<file path="config.mk">
export PLATFORM = sky130hd
export DESIGN_NAME = seg7_scan_ctrl
export DESIGN_NICKNAME = d
export VERILOG_FILES = /design/src/rtl/seg7_scan_ctrl.sv
export SDC_FILE = /design/constraint.sdc
export NUM_CORES = 1
export LEC_CHECK = 0
export ABC_AREA = 1
export CAP_MARGIN = 10
export CORE_UTILIZATION = 30
export DETAILED_ROUTE_END_ITERATION = 12
export DONT_BUFFER_PORTS = 1
export PLACE_DENSITY = 0.54
export SLEW_MARGIN = 20
export SYNTH_ARGS = -nofsm -noshare
export SYNTH_HDL_FRONTEND = slang
export SYNTH_HIERARCHICAL = 1
export SYNTH_SLANG_ARGS = --single-unit
</file>
<file path="constraint.sdc">
create_clock -name i_clk -period 2.8 [get_ports i_clk]
set_input_delay 0.42 -clock i_clk [delete_from_list [all_inputs] [get_ports i_clk]]
set_output_delay 0.42 -clock i_clk [all_outputs]
set_load 0.01 [all_outputs]
</file>
<file path="src/rtl/seg7_scan_ctrl.sv">
// rtl/seg7_scan_ctrl.sv - multiplexed 7-segment scan controller with frame-aligned value updates
// Holds an active and a pending display set; the pending set is promoted only at frame boundaries.

module seg7_decoder (
    input  logic [3:0] i_hex,
    input  logic       i_en,
    output logic [6:0] o_seg
);
    // Active-low segments, bit order {g,f,e,d,c,b,a}
    always_comb begin
        o_seg = 7'b1111111;
        if (i_en) begin
            case (i_hex)
                4'h0: o_seg = 7'b1000000;
                4'h1: o_seg = 7'b1111001;
                4'h2: o_seg = 7'b0100100;
                4'h3: o_seg = 7'b0110000;
                4'h4: o_seg = 7'b0011001;
                4'h5: o_seg = 7'b0010010;
                4'h6: o_seg = 7'b0000010;
                4'h7: o_seg = 7'b1111000;
                4'h8: o_seg = 7'b0000000;
                4'h9: o_seg = 7'b0010000;
                4'hA: o_seg = 7'b0001000;
                4'hB: o_seg = 7'b0000011;
                4'hC: o_seg = 7'b1000110;
                4'hD: o_seg = 7'b0100001;
                4'hE: o_seg = 7'b0000110;
                default: o_seg = 7'b0001110;
            endcase
        end
    end
endmodule

module seg7_scan_ctrl #(
    parameter int NUM_DIGITS = 8,
    parameter int DIV        = 1000
) (
    input  logic                    i_clk,
    input  logic                    i_rst,
    input  logic                    i_in_valid,
    output logic                    o_in_ready,
    input  logic [4*NUM_DIGITS-1:0] i_in_data,
    input  logic [NUM_DIGITS-1:0]   i_in_mask,
    input  logic                    i_in_blank_lz,
    output logic [NUM_DIGITS-1:0]   o_an,
    output logic [6:0]              o_seg,
    output logic                    o_frame_done
);
    localparam int CW = (DIV > 1) ? $clog2(DIV) : 1;
    localparam int IW = (NUM_DIGITS > 1) ? $clog2(NUM_DIGITS) : 1;

    logic [CW-1:0]           r_cnt;
    logic [IW-1:0]           r_idx;
    logic [4*NUM_DIGITS-1:0] r_act_data;
    logic [NUM_DIGITS-1:0]   r_act_mask;
    logic                    r_act_blank_lz;
    logic [4*NUM_DIGITS-1:0] r_pend_data;
    logic [NUM_DIGITS-1:0]   r_pend_mask;
    logic                    r_pend_blank_lz;
    logic                    r_pend_v;

    logic                    w_tick;
    logic                    w_boundary;
    logic                    w_accept;
    logic [3:0]              w_nibble;
    logic                    w_upper_zero;
    logic                    w_blank;
    logic                    w_lit;
    logic [6:0]              w_dec_seg;
    logic [NUM_DIGITS-1:0]   w_an_next;

    assign w_tick     = (r_cnt == CW'(DIV - 1));
    assign w_boundary = w_tick && (r_idx == IW'(NUM_DIGITS - 1));
    assign o_in_ready = !r_pend_v;
    assign w_accept   = i_in_valid && !r_pend_v;
    assign w_nibble   = r_act_data[r_idx*4 +: 4];

    // Current digit is a leading zero when it and every more significant nibble are zero
    always_comb begin
        w_upper_zero = 1'b1;
        for (int k = 0; k < NUM_DIGITS; k++) begin
            if (k >= int'(r_idx) && r_act_data[4*k +: 4] != 4'h0)
                w_upper_zero = 1'b0;
        end
    end

    assign w_blank   = r_act_blank_lz && w_upper_zero && (r_idx != '0);
    assign w_lit     = r_act_mask[r_idx] && !w_blank;
    assign w_an_next = w_lit ? ~(NUM_DIGITS'(1) << r_idx) : '1;

    seg7_decoder u_dec (
        .i_hex (w_nibble),
        .i_en  (w_lit),
        .o_seg (w_dec_seg)
    );

    always_ff @(posedge i_clk) begin
        if (i_rst) begin
            r_cnt           <= '0;
            r_idx           <= '0;
            r_act_data      <= '0;
            r_act_mask      <= '0;
            r_act_blank_lz  <= 1'b0;
            r_pend_data     <= '0;
            r_pend_mask     <= '0;
            r_pend_blank_lz <= 1'b0;
            r_pend_v        <= 1'b0;
            o_an            <= '1;
            o_seg           <= 7'b1111111;
            o_frame_done    <= 1'b0;
        end else begin
            if (w_tick) begin
                r_cnt <= '0;
                r_idx <= (r_idx == IW'(NUM_DIGITS - 1)) ? '0 : r_idx + 1'b1;
            end else begin
                r_cnt <= r_cnt + 1'b1;
            end

            // An accept on an idle boundary bypasses the pending set
            if (w_boundary && r_pend_v) begin
                r_act_data     <= r_pend_data;
                r_act_mask     <= r_pend_mask;
                r_act_blank_lz <= r_pend_blank_lz;
                r_pend_v       <= 1'b0;
            end else if (w_boundary && w_accept) begin
                r_act_data     <= i_in_data;
                r_act_mask     <= i_in_mask;
                r_act_blank_lz <= i_in_blank_lz;
            end else if (w_accept) begin
                r_pend_data     <= i_in_data;
                r_pend_mask     <= i_in_mask;
                r_pend_blank_lz <= i_in_blank_lz;
                r_pend_v        <= 1'b1;
            end

            o_an         <= w_an_next;
            o_seg        <= w_dec_seg;
            o_frame_done <= w_boundary;
        end
    end
endmodule

</file>
==> flow_summary.html <==
<table>
<tr><th>Metric</th><th>Value</th></tr>
<tr><th colspan="2">Synthesis</th></tr>
<tr><td>Net count after synthesis</td><td>961</td></tr>
<tr><td>Mean area per synthesized cell</td><td>6.55 um^2</td></tr>
<tr><td>Syn Inst Count</td><td>903</td></tr>
<tr><td>EDFF count, synth</td><td>0</td></tr>
<tr><td>Count of yosys warnings during synthesis</td><td>6</td></tr>
<tr><td>Number of unique standard cell types used by synthesis</td><td>33</td></tr>
<tr><td>FF+latch count, synth</td><td>112</td></tr>
<tr><td>Post-synth top flop</td><td>dfxtp_1</td></tr>
<tr><td>Cell area after synthesis</td><td>5920 um^2</td></tr>
<tr><td>Share of flip-flops with an asynchronous set or reset after synthesis</td><td>0%</td></tr>
<tr><td>Proportion of synthesized chip area in sequential cells</td><td>37.9%</td></tr>
<tr><th colspan="2">Layout</th></tr>
<tr><td>Share of the core filled with cells</td><td>32.9%</td></tr>
<tr><td>Synth-to-Final Area Change</td><td>7.70%</td></tr>
<tr><td>Area of all placed cells without fillers</td><td>6370 um^2</td></tr>
<tr><td>Final standard cell count with taps included and fillers excluded</td><td>1143</td></tr>
<tr><td>Proportion of layout cells with a drive suffix above 1</td><td>9.91%</td></tr>
<tr><td>Antenna diode instance count</td><td>0</td></tr>
<tr><td>Number of nets at the end of the flow</td><td>931</td></tr>
<tr><th colspan="2">Die</th></tr>
<tr><td>Effective utilization at floorplan</td><td>30.5%</td></tr>
<tr><td>Height of the die</td><td>142 um</td></tr>
<tr><td>Horiz. Die Dim</td><td>approximately 140 um</td></tr>
<tr><td>Core outline area</td><td>19400 um^2</td></tr>
<tr><td>Die area</td><td>between 20000 and 25000 um^2</td></tr>
<tr><td>Core Rows</td><td>between 50 and 60</td></tr>
<tr><td>IO Pins</td><td>61</td></tr>
<tr><th colspan="2">Global routing</th></tr>
<tr><td>Global-route usage over all layers</td><td>14.9%</td></tr>
<tr><td>Via count of the first global-routing pass</td><td>4692</td></tr>
<tr><td>Global-route wire length before repair</td><td>about 24000 um</td></tr>
<tr><td>Overall overflow remaining after global route</td><td>0</td></tr>
<tr><td>Antenna violations before repair</td><td>1</td></tr>
<tr><td>Largest net degree at the start of global routing</td><td>95</td></tr>
<tr><th colspan="2">Timing</th></tr>
<tr><td>Share of the clock period used by the worst path after layout</td><td>roughly nine tenths</td></tr>
<tr><td>Slew headroom</td><td>a little over 50%</td></tr>
<tr><td>Post-route worst setup slack</td><td>0.302 ns</td></tr>
<tr><td>Final count of hold timing violations</td><td>0</td></tr>
<tr><td>Post-route clock skew</td><td>between 0.01 and 0.015 ns</td></tr>
<tr><td>Final Slew Violations</td><td>0</td></tr>
<tr><td>Hold Worst Slack</td><td>0.137 ns</td></tr>
<tr><td>Achievable clock frequency</td><td>400 MHz</td></tr>
<tr><td>Setup TNS after final layout</td><td>0 ns</td></tr>
<tr><td>RSZ-0062 raised after global routing</td><td>no</td></tr>
<tr><td>Period minus WS final</td><td>2.50 ns</td></tr>
<tr><td>Final setup vio count</td><td>0</td></tr>
<tr><td>Worst slew pin tran</td><td>0.731 ns</td></tr>
<tr><th colspan="2">CTS</th></tr>
<tr><td>Clock tree from TritonCTS</td><td>yes</td></tr>
<tr><td>Clock tree root driver cell</td><td>clkbuf_16</td></tr>
<tr><td>Post-CTS resize count</td><td>0</td></tr>
<tr><td>Total CTS buffers</td><td>9</td></tr>
<tr><td>Total number of H-tree levels</td><td>3</td></tr>
<tr><td>Clk pin slew, worst setup/hold paths</td><td>0.08 ns</td></tr>
<tr><td>Post-CTS setup buffers</td><td>0</td></tr>
<tr><td>Max Buffers Root-to-Sink</td><td>2</td></tr>
<tr><td>Source-to-sink clock delay at the later pin of the worst-skew pair</td><td>approximately 0.36 ns</td></tr>
<tr><td>Sinks on Clock Net</td><td>112</td></tr>
<tr><td>Post-CTS Hold Buffers</td><td>0</td></tr>
<tr><th colspan="2">Detailed routing</th></tr>
<tr><td>Average detailed-routed wire length per instance</td><td>12.6 um</td></tr>
<tr><td>Antenna Nets Post-Route</td><td>0</td></tr>
<tr><td>Number of design rule violations left after detail routing</td><td>0</td></tr>
<tr><td>Aggregate routed wire length</td><td>14400 um</td></tr>
<tr><td>Total via count after detailed routing</td><td>5199</td></tr>
<tr><td>Initial DRC Count</td><td>314</td></tr>
<tr><td>TritonRoute pass-1 iters</td><td>5</td></tr>
<tr><td>Vias per cell</td><td>4.55</td></tr>
<tr><th colspan="2">Worst setup path</th></tr>
<tr><td>Slowest stage cell, crit path</td><td>o2111ai_1</td></tr>
<tr><td>Most numerous cell on the critical path</td><td>nand2_1</td></tr>
<tr><td>Req. time, crit path</td><td>around 3.1 ns</td></tr>
<tr><td>Critical setup path kind</td><td>reg -&gt; reg</td></tr>
<tr><td>Endpoint type of the worst setup path</td><td>flop</td></tr>
<tr><td>Largest fanout on the critical path</td><td>9</td></tr>
<tr><td>Critical Path Start Type</td><td>flop</td></tr>
<tr><td>Data arrival time at the worst-slack endpoint</td><td>2.75 ns</td></tr>
<tr><td>Delay of the slowest cell on the worst path</td><td>~0.46 ns</td></tr>
<tr><td>Sequence of cells on the critical path</td><td>nor2_1 -&gt; o21ai_0 -&gt; o2111ai_1 -&gt; inv_1 -&gt; ha_1 -&gt; inv_1 -&gt; nand2_1 -&gt; nand2_1 -&gt; nand2_1 -&gt; nand3_1 -&gt; or2_2</td></tr>
<tr><th colspan="2">Power</th></tr>
<tr><td>Worst vdd rail ir drop</td><td>0.283 mV</td></tr>
<tr><td>Power after layout</td><td>between 3 and 4 mW</td></tr>
<tr><td>Total power per unit cell area</td><td>501 nW/um^2</td></tr>
<tr><td>Static leakage</td><td>3.07 nW</td></tr>
<tr><th colspan="2">Job</th></tr>
<tr><td>Max-cap violations</td><td>0</td></tr>
<tr><th colspan="2">Placed design</th></tr>
<tr><td>Placed Cells incl. Taps</td><td>1127</td></tr>
<tr><td>Final HPWL from detailed placement</td><td>~9500 um</td></tr>
<tr><td>PortBufs</td><td>0</td></tr>
<tr><td>RD Place Congestion</td><td>~0.8</td></tr>
<tr><td>Post-Place Worst Slack</td><td>~0.26 ns</td></tr>
<tr><td>Post-DP Area</td><td>between 6000 and 7000 um^2</td></tr>
<tr><th colspan="2">Run status</th></tr>
<tr><td>Result of the run</td><td>finished, final reports clean</td></tr>
<tr><th colspan="2">Hold path</th></tr>
<tr><td>Type of the most critical hold path</td><td>in -&gt; reg</td></tr>
</table>
synthesized netlist by cell type, drive strengths merged (2+ instances only):
library cell  count  area share (%)
nand2           266              17
dfxtp           112              38
inv             109             6.9
a21oi            98             8.3
nor2             78             5.2
nand3            70             6.0
or2              48             5.1
buf              28             3.3
clkbuf           24             1.5
o21ai            17             1.4
ha               14             3.0
nand4            13             1.5
o211ai            7            0.89
clkinv            3            0.19
nor3              3            0.25
xor2              3            0.44
a211oi            2            0.25
o2111ai           2            0.30
registers in the layout (all words and copies together), names as in the netlist:
signal	count
r_act_mask	8
r_idx	3
o_seg	7
r_act_blank_lz	1
r_act_data	32
r_pend_mask	8
r_cnt	10
o_frame_done	1
o_an	8
r_pend_blank_lz	1
r_pend_v	1
r_pend_data	32
layer usage:
| layer | wire length, um | track usage [%] | vias to the layer above | share of wire [%] |
|---|---|---|---|---|
| met4 | 288 | 6.11 | 2 | 2.0 |
| met5 | 13 | 0 | - | 0.090 |
| met1 | 7470 | 21.1 | 2320 | 52 |
| li1 | - | - | 2760 | - |
| met2 | 6120 | 21.9 | 96 | 42 |
| met3 | 518 | 2.73 | 21 | 3.6 |
where the power goes:
group	leakage, nW	switching (mW)	internal [mW]	total, mW
Combinational	2.02	0.158	0.110	0.268
Sequential	0.913	0.0231	1.64	1.67
Clock	0.134	0.643	0.615	1.26
path summary, 6_finish.rpt:
| kind | start | end | slack, ns | cells after the start |
|---|---|---|---|---|
| worst max-delay path | r_idx[1]$_SDFFE_PP0P_ | o_seg[3]$_SDFF_PP1_ | 0.30 | 11 |
| worst min-delay path | i_rst | r_idx[0]$_SDFFE_PP0P_ | 0.14 | 1 |
| worst max register to register | r_idx[1]$_SDFFE_PP0P_ | o_seg[3]$_SDFF_PP1_ | 0.30 | 11 |
| worst min register to register | r_cnt[0]$_SDFF_PP0_ | r_cnt[0]$_SDFF_PP0_ | 0.46 | 1 |
logic make-up after synthesis:
group	share of synthesized area (%)
DFF	37.9
AOI/OAI and AO/OA	11.6
and+or+nand+nor	35.0
buffers and inverters	11.9
xor gates and xnor gates	0.592
adders and majority gates	2.96
worst max-delay path, delay by kind of cell, from the launching register on:
kind,cells,cell delay (ns)
AO/OA/AOI/OAI,2,0.61
buffers and inverters,2,0.25
adder cells (fa/ha/maj),1,0.36
AND/OR/NAND/NOR,6,0.75
flip-flops,1,0.41
layout make-up:
| class | instances | area [um^2] |
|---|---|---|
| clock buffer | 9 | 225 |
| clock inverter | 7 | 53.8 |
| fill | 2182 | 13000 |
| inverter | 112 | 420 |
| multi-input combinational | 627 | 2980 |
| sequential | 112 | 2240 |
| tap | 265 | 332 |
| timing repair buffer | 11 | 120 |
cell usage in the layout, fill, tap and decap left out, types with 3 or more instances in the layout:
cell,n
or2_2,48
o21ai_0,14
nand2_1,264
a21oi_1,98
nor3_1,3
inv_1,107
nor2_1,74
buf_4,8
clkbuf_16,9
nand4_1,12
buf_12,3
dfxtp_1,112
ha_1,14
xor2_1,3
o21ai_1,3
inv_2,3
nand3_1,69
o211ai_1,7
Power figures use the tool's default switching activity.
